==> src/rtl/fft_pkg.sv <==
// Shared FFT types and helpers: complex sample word, bit-reversal, default frame size.
package fft_pkg;

  localparam int FFT_N_DEFAULT  = 16;
  localparam int FFT_DW_DEFAULT = 16;
  localparam int FFT_LOG2N_MAX  = 9;

  typedef struct packed {
    logic [FFT_DW_DEFAULT-1:0] re;
    logic [FFT_DW_DEFAULT-1:0] im;
  } cplx_t;

  // Reverse the full-width index, then shift down so only the low nbits are mirrored.
  function automatic logic [FFT_LOG2N_MAX-1:0] bitrev(input logic [FFT_LOG2N_MAX-1:0] idx,
                                                      input int nbits);
    logic [FFT_LOG2N_MAX-1:0] r;
    r = '0;
    for (int i = 0; i < FFT_LOG2N_MAX; i++) begin
      r[i] = idx[FFT_LOG2N_MAX-1-i];
    end
    return r >> (FFT_LOG2N_MAX - nbits);
  endfunction

endpackage

==> src/rtl/fft_reorder_bank.sv <==
// One N_POINTS-deep sample bank: synchronous write port, combinational read port.
// No reset on the storage; the owner tracks which contents are valid.
module fft_reorder_bank
  import fft_pkg::*;
#(
  parameter int  N_POINTS = FFT_N_DEFAULT,
  parameter type word_t   = cplx_t,
  localparam int AW       = $clog2(N_POINTS)
) (
  input  logic          clk,
  input  logic          we,
  input  logic [AW-1:0] waddr,
  input  word_t         wdata,
  input  logic [AW-1:0] raddr,
  output word_t         rdata
);

  word_t mem [N_POINTS];

  always_ff @(posedge clk) begin
    if (we) mem[waddr] <= wdata;
  end

  assign rdata = mem[raddr];

endmodule

==> src/rtl/fft_bitrev_reorder.sv <==
// Bit-reversed to natural-order frame reorder via ping-pong banks; index 0 out one cycle after a frame's last write.
// Input cannot stall: samples arriving while both banks are full are dropped (overflow; ovf_cnt with FFT_REORDER_OVF_CNT_EN).
module fft_bitrev_reorder
  import fft_pkg::*;
#(
  parameter int DATA_WIDTH = 16,
  parameter int N_POINTS   = FFT_N_DEFAULT
) (
  input  logic                  clk,
  input  logic                  rst,
  input  logic                  in_val,
  input  logic [DATA_WIDTH-1:0] in_re,
  input  logic [DATA_WIDTH-1:0] in_im,
  input  logic                  out_ready,
  output logic                  out_val,
  output logic [DATA_WIDTH-1:0] out_re,
  output logic [DATA_WIDTH-1:0] out_im,
  output logic                  out_last,
  output logic                  overflow
`ifdef FFT_REORDER_OVF_CNT_EN
  ,
  output logic [7:0]            ovf_cnt
`endif
);

  localparam int               LOG2N    = $clog2(N_POINTS);
  localparam logic [LOG2N-1:0] LAST_IDX = LOG2N'(N_POINTS - 1);

  typedef struct packed {
    logic [DATA_WIDTH-1:0] re;
    logic [DATA_WIDTH-1:0] im;
  } word_t;

  logic [1:0]               full;
  logic                     wr_bank, rd_bank;
  logic [LOG2N-1:0]         wr_cnt, rd_cnt;
  logic                     wr_en, wr_last, wr_drop, rd_load, rd_last;
  logic [FFT_LOG2N_MAX-1:0] wr_rev;
  logic [LOG2N-1:0]         wr_addr;
  word_t                    wr_word, rd_word;
  word_t                    bank_rd [2];

  assign wr_en   = in_val && !full[wr_bank];
  assign wr_drop = in_val && full[wr_bank];
  assign wr_last = wr_en && (wr_cnt == LAST_IDX);
  assign wr_rev  = bitrev(FFT_LOG2N_MAX'(wr_cnt), LOG2N);
  assign wr_addr = wr_rev[LOG2N-1:0];
  assign wr_word = '{re: in_re, im: in_im};

  assign rd_load = full[rd_bank] && (!out_val || out_ready);
  assign rd_last = rd_load && (rd_cnt == LAST_IDX);
  assign rd_word = bank_rd[rd_bank];

  for (genvar b = 0; b < 2; b++) begin : g_bank
    fft_reorder_bank #(
      .N_POINTS (N_POINTS),
      .word_t   (word_t)
    ) u_bank (
      .clk   (clk),
      .we    (wr_en && (wr_bank == 1'(b))),
      .waddr (wr_addr),
      .wdata (wr_word),
      .raddr (rd_cnt),
      .rdata (bank_rd[b])
    );
  end

  always_ff @(posedge clk or negedge rst) begin
    if (!rst) begin
      wr_cnt  <= '0;
      wr_bank <= 1'b0;
    end else if (wr_en) begin
      wr_cnt <= wr_cnt + 1'b1;
      if (wr_last) wr_bank <= ~wr_bank;
    end
  end

  always_ff @(posedge clk or negedge rst) begin
    if (!rst) begin
      rd_cnt  <= '0;
      rd_bank <= 1'b0;
    end else if (rd_load) begin
      rd_cnt <= rd_cnt + 1'b1;
      if (rd_last) rd_bank <= ~rd_bank;
    end
  end

  // Writer only fills a non-full bank and reader only drains a full one, so set and clear never collide.
  always_ff @(posedge clk or negedge rst) begin
    if (!rst) begin
      full <= '0;
    end else begin
      for (int b = 0; b < 2; b++) begin
        if (wr_last && (wr_bank == 1'(b)))      full[b] <= 1'b1;
        else if (rd_last && (rd_bank == 1'(b))) full[b] <= 1'b0;
      end
    end
  end

  always_ff @(posedge clk or negedge rst) begin
    if (!rst) begin
      out_val  <= 1'b0;
      out_last <= 1'b0;
      out_re   <= '0;
      out_im   <= '0;
    end else if (rd_load) begin
      out_val  <= 1'b1;
      out_last <= (rd_cnt == LAST_IDX);
      out_re   <= rd_word.re;
      out_im   <= rd_word.im;
    end else if (out_ready) begin
      out_val  <= 1'b0;
      out_last <= 1'b0;
    end
  end

  always_ff @(posedge clk or negedge rst) begin
    if (!rst)         overflow <= 1'b0;
    else if (wr_drop) overflow <= 1'b1;
  end

`ifdef FFT_REORDER_OVF_CNT_EN
  always_ff @(posedge clk or negedge rst) begin
    if (!rst)                              ovf_cnt <= '0;
    else if (wr_drop && ovf_cnt != 8'hFF)  ovf_cnt <= ovf_cnt + 8'd1;
  end
`endif

endmodule

==> config.mk <==
export PLATFORM = sky130hd
export DESIGN_NAME = fft_bitrev_reorder
export DESIGN_NICKNAME = d
export VERILOG_FILES = /design/src/rtl/fft_pkg.sv /design/src/rtl/fft_reorder_bank.sv /design/src/rtl/fft_bitrev_reorder.sv
export SDC_FILE = /design/constraint.sdc
export NUM_CORES = 1
export LEC_CHECK = 0
export CAP_MARGIN = 25
export CORE_UTILIZATION = 40
export DETAILED_ROUTE_END_ITERATION = 8
export GPL_ROUTABILITY_DRIVEN = 0
export PLACE_DENSITY_LB_ADDON = 0.05
export SLEW_MARGIN = 10
export SYNTH_ARGS = -nofsm -noshare
export SYNTH_HDL_FRONTEND = slang
export SYNTH_SLANG_ARGS = --single-unit
==> constraint.sdc <==
create_clock -name clk -period 5.1 [get_ports clk]
set_input_delay 0.51 -clock clk [delete_from_list [all_inputs] [get_ports clk]]
set_output_delay 0.51 -clock clk [all_outputs]
set_load 0.005 [all_outputs]
==> metrics.md, run 1 <==
| Metric | Value |
|---|---|
| Largest fanout on the critical path | 85 |
| DR DRC count | 0 |
| Antenna violations before repair | 2 |
| Worst stage delay on the critical path | 1.00 ns |
| Run status | finished clean |
| Die span in y | approximately 320 µm |
| Maximum count of clock buffers along a single path | 3 |
| Ratio of final minimum period to clock period | 0.628 |
| Final setup violation count | 0 |
| GR met3 Demand/Resource | 0.0300 |
| Fraction of final layout cells sized beyond drive strength 1 | 0.299 |
| Clock transition at path regs | approximately 0.06 ns |
| Total clock buffers created by CTS | around 120 |
| Number of max-slew violations in the final report | 0 |
| Number of H-tree levels | 3 |
| Global routing usage on met1 | 0.292 |
| Total leakage power | around 0.015 µW |
| Final Routed Wirelength | ~110000 µm |
| Critical path data required time | 5.66 ns |
| # resized after CTS | 0 |
| Worst-case headroom to the max-slew limit | 0.292 |
| Ranking of synthesized cells by area | sky130_fd_sc_hd__edfxtp_1, sky130_fd_sc_hd__mux4_2, sky130_fd_sc_hd__mux2_2 |
| Total Die Area | ~0.10 mm² |
| Post-DRT Antenna Nets | 0 |
| Bufs and invs on worst path | 1 |
| Peak clock frequency supported by timing | ~0.31 GHz |
| Post-synthesis register bit count | 1071 |
| CTS Sinks | roughly 1100 |
| Post-synthesis cell type with the largest combined area | sky130_fd_sc_hd__edfxtp_1 |
| Worst Setup Path Type | reg -> reg |
| Clock insertion delay at the later pin of the skew report | a little under 0.7 ns |
| Worst slack at placement | between 1.5 and 2 ns |
| Drt first-iter violations | around 1600 |
| Total track usage | 0.206 |
| EDFF count, synth | about 1000 |
| Effective utilization at floorplan | 0.404 |
| Via density | 5.53 |
| Yosys warning total | 0 |
| RSZ-0062 raised after global routing | no |
| Power density normalized to cell area | between 500 and 600 mW/mm² |
| Post-Syn Nets | roughly 2000 |
| DP Wirelength | just over 60000 µm |
| Root cell of the clock tree | sky130_fd_sc_hd__clkbuf_16 |
| Post-synthesis average cell area | approximately 21 µm² |
| Critical Path End Type | flop |
| Number of maximum-capacitance violations | 0 |
| Most instantiated flip-flop cell in the synthesis netlist | sky130_fd_sc_hd__edfxtp_1 |
| Type of element launching the critical path | flop |
| Fraction of the core area covered by cells at the end of the flow | 0.468 |
| Share of synthesized area occupied by flip-flops and latches | 0.775 |
| Family of cells with the greatest summed delay on the critical path | multiplexers |
| Total gr overflow | 0 |
| Synth cell types | 39 |
| Vias post-DR | between 15000 and 20000 |
| Top cells by instance count after synthesis | sky130_fd_sc_hd__edfxtp_1, sky130_fd_sc_hd__mux2_2, sky130_fd_sc_hd__mux4_2 |
| Portion of synthesized cell area occupied by the leading cell type | 0.747 |
| Horiz. Die Dim | 323 µm |
| Cell at the slowest stage of the critical path | sky130_fd_sc_hd__dfrtp_4 |
| Count of buffers inserted at the top-level ports | 70 |
| Final clock skew | roughly 0.025 ns |
| Minimum setup slack in the final design | approximately 1.9 ns |
| Worst min-delay path category | in -> reg |
| Transition at the pin with the smallest max-transition slack | 1.06 ns |
| Via count of the first global-routing pass | 20400 |
| Placeable Area | slightly above 0.1 mm² |
| Total iterations of the first detailed-routing run | 6 |
| Sum of negative setup slack | 0 ns |
| CTS tree | yes |
| Time the final worst path needs with I/O delays and setup | roughly 3.2 ns |
| Largest net degree at the start of global routing | 86 |
| Post CTS Setup Buffer Count | 0 |
| Cell count after synthesis | 1916 |
| Avg WL per Cell | roughly 30 µm |
| Post-Synthesis Cell Area | between 0.04 and 0.05 mm² |
| Critical-path cell list | buf_12 -> mux4_2 -> mux2i_1 -> o2111ai_1 -> o211a_1 |
| Met2 layer usage reported by global route | 0.332 |
| Ys async rst share | 0.0439 |
| Site Rows | approximately 120 |
| Filler instances | 8586 |
| Peak supply drop | 376 µV |
| Area growth from synthesis to final layout | 15.9% |
| Leading cell type by number of instances after synthesis | sky130_fd_sc_hd__edfxtp_1 |
| Data arrival time of the critical path | 3.76 ns |
| Top Ports | about 70 |
| Peak-usage layer in the global routing report | met2 |
| Final Hold Violating Endpoints | 0 |
| Post-layout nets | 2116 |
| First-pass GRT wire length | approximately 150000 µm |
| Cts-stage hold buffer count | 1 |
## stage by stage
| step | cell area, µm² | power (µW) | hold slack [ns] | std cells |
|---|---|---|---|---|
| 5_1_grt | 47700 | 26100 | 0.424 | 3542 |
| 3_3_place_gp | 43700 | 17400 | 0.523 | 3306 |
| 4_1_cts | 47600 | 25500 | 0.401 | 3537 |
| 2_1_floorplan | 41200 | 14900 | 0.214 | 1916 |
| 6_report | 47700 | 25100 | 0.418 | 3544 |
| 3_5_place_dp | 44000 | 17500 | 0.521 | 3319 |
## sequential cells by signal (all words and copies together), names as in the netlist
register,cells
g_bank.u_bank.mem,1024
out_im,16
out_re,16
rd_cnt,4
wr_cnt,4
full,2
out_last,1
out_val,1
overflow,1
rd_bank,1
wr_bank,1
## path summary, 6_finish.rpt
| check | start | end | slack, ns | cells after the start |
|---|---|---|---|---|
| max | rd_cnt[1] | out_im[5] | 1.90 | 5 |
| min | in_re[8] | g_bank[1].u_bank.mem[7][24] | 0.42 | 1 |
| max reg2reg | rd_cnt[1] | out_im[5] | 1.90 | 5 |
| min reg2reg | out_im[0] | out_im[0] | 0.53 | 1 |
| max in group asynchronous | rst | rd_cnt[3] | 3.80 | 2 |
| min in group asynchronous | rst | out_re[11] | 0.56 | 2 |
## metal layers
layer  wire length, µm  part of all wire
met1             47300              0.45
met2             51400              0.49
met3              4670             0.044
met4              2200             0.021
met5                 0                 0
## cell type report
type	count	area [µm²]	area share
sequential	1071	31900	0.669
multi-input combinational	731	8830	0.185
clock buffer	161	3230	0.0676
tap	1368	1710	0.0359
timing repair buffer	151	1620	0.0339
clock inverter	56	364	0.00763
inverter	4	15.0	0.000315
antenna	2	5.00	0.000105
## layout by cell type (no fill, tap or decap), types with 33 or more instances in the layout
master and instances:
sky130_fd_sc_hd__edfxtp_1 1024, sky130_fd_sc_hd__mux2_2 192, sky130_fd_sc_hd__mux4_2 160, sky130_fd_sc_hd__clkbuf_16 119
sky130_fd_sc_hd__nand2_1 73, sky130_fd_sc_hd__mux2i_1 65, sky130_fd_sc_hd__o2111ai_1 63, sky130_fd_sc_hd__clkdlybuf4s50_1 61
sky130_fd_sc_hd__buf_4 55, sky130_fd_sc_hd__dfrtp_1 43, sky130_fd_sc_hd__clkbuf_1 33
## cells by family (layout without fill, tap and decap cells)
kind of cell | count (synthesis) | count (layout) | synth area share
other cells | 0 | 2 | 0
buf+inv | 114 | 372 | 0.0146
xor+xnor | 8 | 8 | 0.00170
compound gates | 165 | 165 | 0.0357
mux | 418 | 418 | 0.156
fa+ha+maj | 5 | 5 | 0.00152
flops | 1071 | 1071 | 0.775
simple gates | 135 | 135 | 0.0149
## power breakdown
group	internal [µW]	total [µW]	switching (µW)
clock	4580	7920	3340
combinational	2890	6290	3400
sequential	10200	10900	629
No activity file was read; power rests on OpenSTA's default activity.
==> run 2, diff against run 1 <==
==> constraint.sdc (replaced) <==
create_clock -name clk -period 3 [get_ports clk]
set_input_delay 0.3 -clock clk [delete_from_list [all_inputs] [get_ports clk]]
set_output_delay 0.3 -clock clk [all_outputs]
set_load 0.005 [all_outputs]
==> metrics.md, run 2 (synthesized netlist as in run 1, its figures left out) <==
| Metric | Value |
|---|---|
| Total track usage | 0.210 (was 0.206) |
| Total clock buffers created by CTS | 113 (was 116) |
| Post-DRT Antenna Nets | 0 (unchanged) |
| Horiz. Die Dim | 323 µm (unchanged) |
| Most common library cell in the layout ignoring fill and taps | sky130_fd_sc_hd__edfxtp_1 (unchanged) |
| Sum of negative setup slack | 0 ns (unchanged) |
| Clock insertion delay at the later pin of the skew report | 0.68 ns (about the same) |
| Most used cells in the layout excluding fill and tap cells | sky130_fd_sc_hd__edfxtp_1, sky130_fd_sc_hd__mux2_2, sky130_fd_sc_hd__mux4_2, sky130_fd_sc_hd__buf_4, sky130_fd_sc_hd__clkbuf_16 (was sky130_fd_sc_hd__edfxtp_1, sky130_fd_sc_hd__mux2_2, sky130_fd_sc_hd__mux4_2, sky130_fd_sc_hd__clkbuf_16, sky130_fd_sc_hd__nand2_1) |
| Via density | 5.45 (was 5.53) |
| Final instance area | 0.0491 mm² (was 0.0477 mm²) |
| Filler instances | 8485 (was 8586) |
| CTS Sinks | 1071 (unchanged) |
| Number of maximum-capacitance violations | 0 (unchanged) |
| Antenna violations before repair | 0 (was 2) |
| Largest fanout on the critical path | 24 (was 85) |
| Ratio of final minimum period to clock period | 0.934 (was 0.628) |
| Total iterations of the first detailed-routing run | 5 (was 6) |
| Avg WL per Cell | 29.5 µm (was 29.8 µm) |
| Number of cell instances on the worst register-to-register path | 6 (was 5) |
| CTS tree | yes (unchanged) |
| Largest net degree at the start of global routing | 66 (was 86) |
| Max FFs per register | 1024 (unchanged) |
| Critical Path End Type | flop (unchanged) |
| Data arrival time of the critical path | 3.36 ns (was 3.76 ns) |
| Number of H-tree levels | 3 (unchanged) |
| Maximum count of clock buffers along a single path | 3 (unchanged) |
| Cts-stage hold buffer count | 1 (unchanged) |
| Total leakage power | 0.0158 µW (was 0.0151 µW) |
| RSZ-0062 raised after global routing | no (unchanged) |
| Area growth from synthesis to final layout | 19.1% (was 15.9%) |
| Register with the most flip-flops | g_bank.u_bank.mem (unchanged) |
| Drt first-iter violations | 1638 (was 1619) |
| Time the final worst path needs with I/O delays and setup | 2.80 ns (was 3.20 ns) |
| Count of buffers inserted at the top-level ports | 70 (unchanged) |
| Clock transition at path regs | 0.06 ns (about the same) |
| Number of max-slew violations in the final report | 0 (unchanged) |
| Power density normalized to cell area | 905 mW/mm² (was 525 mW/mm²) |
| First-pass GRT wire length | 155000 µm (was 151000 µm) |
| Setup slack, reg-to-reg | 0.20 ns (was 1.90 ns) |
| Worst min-delay path category | in -> reg (unchanged) |
| Final setup violation count | 0 (unchanged) |
| Number of placed cells counting well taps | 3426 (was 3319) |
| Placeable Area | 0.102 mm² (unchanged) |
| Run status | finished clean (unchanged) |
| Total Die Area | 0.104 mm² (unchanged) |
| Post CTS Setup Buffer Count | 0 (unchanged) |
| Peak supply drop | 480 µV (was 376 µV) |
| Root cell of the clock tree | sky130_fd_sc_hd__clkbuf_16 (unchanged) |
| Worst min-delay path startpoint | out_ready (was in_re[8]) |
| Site Rows | 117 (unchanged) |
| Die span in y | 323 µm (unchanged) |
| Vias post-DR | 19900 (was 19600) |
| Terminus of the critical flop-to-flop path | out_im[9] (was out_im[5]) |
| Launching point of the worst reg2reg path | rd_cnt[1] (unchanged) |
| Top Ports | 71 (unchanged) |
| Critical path data required time | 3.56 ns (was 5.66 ns) |
| Final Routed Wirelength | 108000 µm (was 106000 µm) |
| Area post-placement | 0.0452 mm² (was 0.0440 mm²) |
| Via count of the first global-routing pass | 21300 (was 20400) |
| Hold slack final | 0.312 ns (was 0.418 ns) |
| Critical Path Start | rd_cnt[1] (unchanged) |
| Register area | 0.0319 mm² (unchanged) |
| Worst Setup Path Type | reg -> reg (unchanged) |
| Final Hold Violating Endpoints | 0 (unchanged) |
| Type of element launching the critical path | flop (unchanged) |
| CP endpoint | out_im[9] (was out_im[5]) |
| Total gr overflow | 0 (unchanged) |
| DP Wirelength | 64700 µm (was 62400 µm) |
| Number of non-filler instances in the completed layout | 3642 (was 3544) |
| Largest registers | g_bank.u_bank.mem (1024), out_im (16), out_re (16) (unchanged) |
| Transition at the pin with the smallest max-transition slack | 0.968 ns (was 1.06 ns) |
| Peak clock frequency supported by timing | 0.357 GHz (was 0.312 GHz) |
| Effective utilization at floorplan | 0.404 (unchanged) |
| # resized after CTS | 0 (unchanged) |
| DR DRC count | 0 (unchanged) |
| Multi-input gate area in the final layout | 0.00886 mm² (was 0.00883 mm²) |
| Post-layout nets | 2215 (was 2116) |
| Worst-case headroom to the max-slew limit | 0.355 (was 0.292) |
| Final clock skew | 0.0237 ns (was 0.0254 ns) |
| Fraction of final layout cells sized beyond drive strength 1 | 0.332 (was 0.299) |
[run 2: cell types whose count changed in the layout (fill, tap and decap cells not counted), moves of 8 or more]
cell                              before  now
sky130_fd_sc_hd__buf_2                 8    0
sky130_fd_sc_hd__buf_4                55  135
sky130_fd_sc_hd__bufinv_16             4   14
sky130_fd_sc_hd__clkbuf_1             33   19
sky130_fd_sc_hd__buf_12               16   48
sky130_fd_sc_hd__clkdlybuf4s50_1      61   69
[run 2: worst min path at each step]
stage / endpoint / cells after the start
2_1_floorplan: full[0] / 0
3_3_place_gp: wr_bank / 1
3_5_place_dp: out_re[7] / 1
4_1_cts: out_last / 3
5_1_grt: out_last / 3
6_report: out_last / 3
[run 2: worst max-delay path, stage by stage, from the launching register on]
cell and delay (ns):
sky130_fd_sc_hd__dfrtp_4 0.76, sky130_fd_sc_hd__buf_12 0.25, sky130_fd_sc_hd__buf_4 0.24, sky130_fd_sc_hd__mux4_2 0.56
sky130_fd_sc_hd__mux2i_1 0.28, sky130_fd_sc_hd__o2111ai_1 0.31, sky130_fd_sc_hd__o211a_1 0.24
[run 2: layout make-up]
class                   instances  share of cell area
diodes                          1           0.0000510
clock buffers                 146              0.0644
clock inverters                68              0.0140
inverters                       4            0.000306
multi-input cells             731               0.181
flip-flops and latches       1071               0.651
well taps                    1368              0.0349
repair buffers                253              0.0545
[run 2: where the power goes]
group	leakage (µW)	total [µW]	switching (µW)	internal [µW]
registers	0.00974	18100	712	17400
logic	0.00415	12000	6390	5580
clock network	0.00188	14300	5750	8590
total	0.0158	44400	12900	31600
[run 2: metrics by stage]
| stage | total power (µW) | utilization | setup slack [ns] |
|---|---|---|---|
| final | 44400 | 0.481 | 0.198 |
| after global routing | 46100 | 0.481 | 0.0834 |
| after CTS | 45100 | 0.481 | 0.0683 |
| after detailed placement | 30700 | 0.444 | 0.0936 |
| after global placement | 30600 | 0.444 | 0.127 |
| after floorplan | 25400 | - | 0.201 |
[run 2: metal layers]
layer,routed length (µm),vias to the layer above,share of wire,track usage
met5,0,-,0,0
met4,3440,0,0.032,0.0687
met3,4010,163,0.037,0.0284
met2,54300,471,0.51,0.361
met1,45700,10700,0.43,0.276
li1,-,8573,-,-
==> run 3, diff against run 2 <==
--- a/config.mk
+++ b/config.mk
@@ -6,7 +6,9 @@
 export NUM_CORES = 1
 export LEC_CHECK = 0
 export CAP_MARGIN = 25
+export CORE_ASPECT_RATIO = 0.5
 export CORE_UTILIZATION = 40
+export CTS_CLUSTER_DIAMETER = 60
 export DETAILED_ROUTE_END_ITERATION = 8
 export GPL_ROUTABILITY_DRIVEN = 0
 export PLACE_DENSITY_LB_ADDON = 0.05
==> constraint.sdc (replaced) <==
create_clock -name clk -period 3.33 [get_ports clk]
set_input_delay 0.333 -clock clk [delete_from_list [all_inputs] [get_ports clk]]
set_output_delay 0.333 -clock clk [all_outputs]
set_load 0.005 [all_outputs]
==> metrics.md, run 3 (synthesized netlist as in run 1, its figures left out) <==
| Metric | Value |
|---|---|
| Root cell of the clock tree | sky130_fd_sc_hd__clkbuf_16 (unchanged) |
| Site Rows | 82 (was 117) |
| Number of maximum-capacitance violations | 0 (unchanged) |
| Cell at the slowest stage of the critical path | sky130_fd_sc_hd__dfrtp_4 (unchanged) |
| Max FFs per register | 1024 (unchanged) |
| Horiz. Die Dim | 456 µm (was 323 µm) |
| Transition at the pin with the smallest max-transition slack | 1.03 ns (was 0.968 ns) |
| Post-DRT Antenna Nets | 0 (unchanged) |
| Total track usage | 0.201 (was 0.210) |
| Setup slack, reg-to-reg | 0.66 ns (was 0.20 ns) |
| Total leakage power | 0.0151 µW (was 0.0158 µW) |
| Final Hold Violating Endpoints | 0 (unchanged) |
| Hold Path Stages | 1 (was 3) |
| Launching point of the worst reg2reg path | rd_cnt[1] (unchanged) |
| Via density | 5.56 (was 5.45) |
| Total iterations of the first detailed-routing run | 5 (unchanged) |
| Filler instances | 8387 (was 8485) |
| Terminus of the critical flop-to-flop path | out_im[11] (was out_im[9]) |
| Clock transition at path regs | 0.07 ns (was 0.06 ns) |
| Worst-case headroom to the max-slew limit | 0.313 (was 0.355) |
| CTS Sinks | 1071 (unchanged) |
| Fraction of final layout cells sized beyond drive strength 1 | 0.307 (was 0.332) |
| Endpoint of the worst hold path | g_bank[0].u_bank.mem[4][27] (was out_last) |
| Final Routed Wirelength | 103000 µm (was 108000 µm) |
| Number of H-tree levels | 3 (unchanged) |
| Peak supply drop | 605 µV (was 480 µV) |
| RSZ-0062 raised after global routing | no (unchanged) |
| Run status | finished clean (unchanged) |
| Most used cells in the layout excluding fill and tap cells | sky130_fd_sc_hd__edfxtp_1, sky130_fd_sc_hd__mux2_2, sky130_fd_sc_hd__mux4_2, sky130_fd_sc_hd__clkbuf_16, sky130_fd_sc_hd__buf_4 (was sky130_fd_sc_hd__edfxtp_1, sky130_fd_sc_hd__mux2_2, sky130_fd_sc_hd__mux4_2, sky130_fd_sc_hd__buf_4, sky130_fd_sc_hd__clkbuf_16) |
| Maximum count of clock buffers along a single path | 3 (unchanged) |
| Ratio of final minimum period to clock period | 0.802 (was 0.934) |
| Critical path data required time | 3.90 ns (was 3.56 ns) |
| Critical Path End Type | flop (unchanged) |
| Register with the most flip-flops | g_bank.u_bank.mem (unchanged) |
| Power density normalized to cell area | 789 mW/mm² (was 905 mW/mm²) |
| Largest net degree at the start of global routing | 103 (was 66) |
| Top Ports | 71 (unchanged) |
| DR DRC count | 0 (unchanged) |
| First-pass GRT wire length | 150000 µm (was 155000 µm) |
| Type of element launching the critical path | flop (unchanged) |
| Peak clock frequency supported by timing | 0.374 GHz (was 0.357 GHz) |
| Vias post-DR | 19600 (was 19900) |
| Clock insertion delay at the later pin of the skew report | 0.69 ns (was 0.68 ns) |
| Register area | 0.0319 mm² (unchanged) |
| Worst Setup Path Type | reg -> reg (unchanged) |
| # resized after CTS | 0 (unchanged) |
| Placeable Area | 0.101 mm² (was 0.102 mm²) |
| Total Die Area | 0.104 mm² (about the same) |
| Antenna violations before repair | 3 (was 0) |
| Total clock buffers created by CTS | 97 (was 113) |
| Critical-path cell list | buf_12 -> mux4_2 -> mux2i_1 -> o2111ai_1 -> o211a_1 (was buf_12 -> buf_4 -> mux4_2 -> mux2i_1 -> o2111ai_1 -> o211a_1) |
| Time the final worst path needs with I/O delays and setup | 2.67 ns (was 2.80 ns) |
| Total power after layout | 37600 µW (was 44400 µW) |
| Die span in y | 229 µm (was 323 µm) |
| Final setup violation count | 0 (unchanged) |
| Total gr overflow | 0 (unchanged) |
| Number of cell instances on the worst register-to-register path | 5 (was 6) |
| Largest fanout on the critical path | 38 (was 24) |
| Effective utilization at floorplan | 0.407 (was 0.404) |
| Data arrival time of the critical path | 3.24 ns (was 3.36 ns) |
| Area growth from synthesis to final layout | 15.7% (was 19.1%) |
| CTS tree | yes (unchanged) |
| Most common library cell in the layout ignoring fill and taps | sky130_fd_sc_hd__edfxtp_1 (unchanged) |
| Worst min-delay path category | in -> reg (unchanged) |
| Worst min-delay path startpoint | in_re[11] (was out_ready) |
| Worst stage delay on the critical path | 0.75 ns (was 0.76 ns) |
| Multi-input gate area in the final layout | 0.00886 mm² (unchanged) |
| Via count of the first global-routing pass | 20400 (was 21300) |
| Post CTS Setup Buffer Count | 0 (unchanged) |
| Largest registers | g_bank.u_bank.mem (1024), out_im (16), out_re (16) (unchanged) |
| Count of buffers inserted at the top-level ports | 70 (unchanged) |
| Drt first-iter violations | 1827 (was 1638) |
| Number of max-slew violations in the final report | 0 (unchanged) |
| DP Wirelength | 59600 µm (was 64700 µm) |
| Sum of negative setup slack | 0 ns (unchanged) |
| Avg WL per Cell | 29.3 µm (was 29.5 µm) |
| Final clock skew | 0.00995 ns (was 0.0237 ns) |
| Post-layout nets | 2143 (was 2215) |
| Cts-stage hold buffer count | 1 (unchanged) |
[run 3: cell types whose count changed in the layout (fill, tap and decap cells not counted), moves of 8 or more]
cell	delta
sky130_fd_sc_hd__buf_4	-46
sky130_fd_sc_hd__clkbuf_16	-22
sky130_fd_sc_hd__buf_12	-10
sky130_fd_sc_hd__clkinv_1	-9
sky130_fd_sc_hd__clkinv_2	-9
sky130_fd_sc_hd__bufinv_16	-8
sky130_fd_sc_hd__clkbuf_1	+8
sky130_fd_sc_hd__clkdlybuf4s50_1	-8
[run 3: layer usage]
| metal | share of wire | vias up | track usage |
|---|---|---|---|
| li1 | - | 8392 | - |
| met1 | 0.48 | 10700 | 0.299 |
| met2 | 0.46 | 395 | 0.313 |
| met3 | 0.040 | 120 | 0.0326 |
| met4 | 0.016 | 0 | 0.0401 |
| met5 | 0 | - | 0 |
[run 3: how the worst max path moves through the flow]
stage / depth (start not counted) / startpoint / end / slack [ns]
6_report: 5 / rd_cnt[1] / out_im[11] / 0.66
4_1_cts: 6 / rd_cnt[1] / out_re[8] / 0.65
3_5_place_dp: 6 / rd_cnt[1] / out_re[8] / 0.65
2_1_floorplan: 4 / wr_cnt[3] / g_bank[0].u_bank.mem[15][0] / 0.53
3_3_place_gp: 6 / rd_cnt[1] / out_re[8] / 0.66
5_1_grt: 5 / rd_cnt[0] / out_im[15] / 0.60
[run 3: layout make-up]
| class | instances | area share |
|---|---|---|
| clock buffer | 139 | 0.0574 |
| antenna | 2 | 0.000105 |
| inverter | 4 | 0.000315 |
| clock inverter | 37 | 0.00688 |
| multi-input combinational | 731 | 0.186 |
| tap | 1344 | 0.0353 |
| sequential | 1071 | 0.670 |
| timing repair buffer | 197 | 0.0438 |
[run 3: worst max-delay path, delay by kind of cell, from the launching register on]
kind | cells | cell delay [ns]
AOI/OAI and AO/OA | 2 | 0.47
buffers and inverters | 1 | 0.34
DFF | 1 | 0.75
muxes | 2 | 0.90
[run 3: power breakdown]
group	switching [µW]	total (µW)	internal, µW
registers	552	16200	15700
clock network	4920	11100	6160
logic	5620	10300	4690
total	11100	37600	26500
[run 3: stage by stage]
stage          setup slack (ns)  std cells  cell area (µm²)  utilization  hold WS [ns]
6_report                  0.660       3525            47700        0.472         0.255
5_1_grt                   0.602       3525            47700        0.472         0.248
3_3_place_gp              0.664       3346            44600        0.441         0.505
4_1_cts                   0.650       3523            47600        0.471         0.240
3_5_place_dp              0.647       3346            44600        0.441         0.505
2_1_floorplan             0.531       1916            41200            -        0.0374
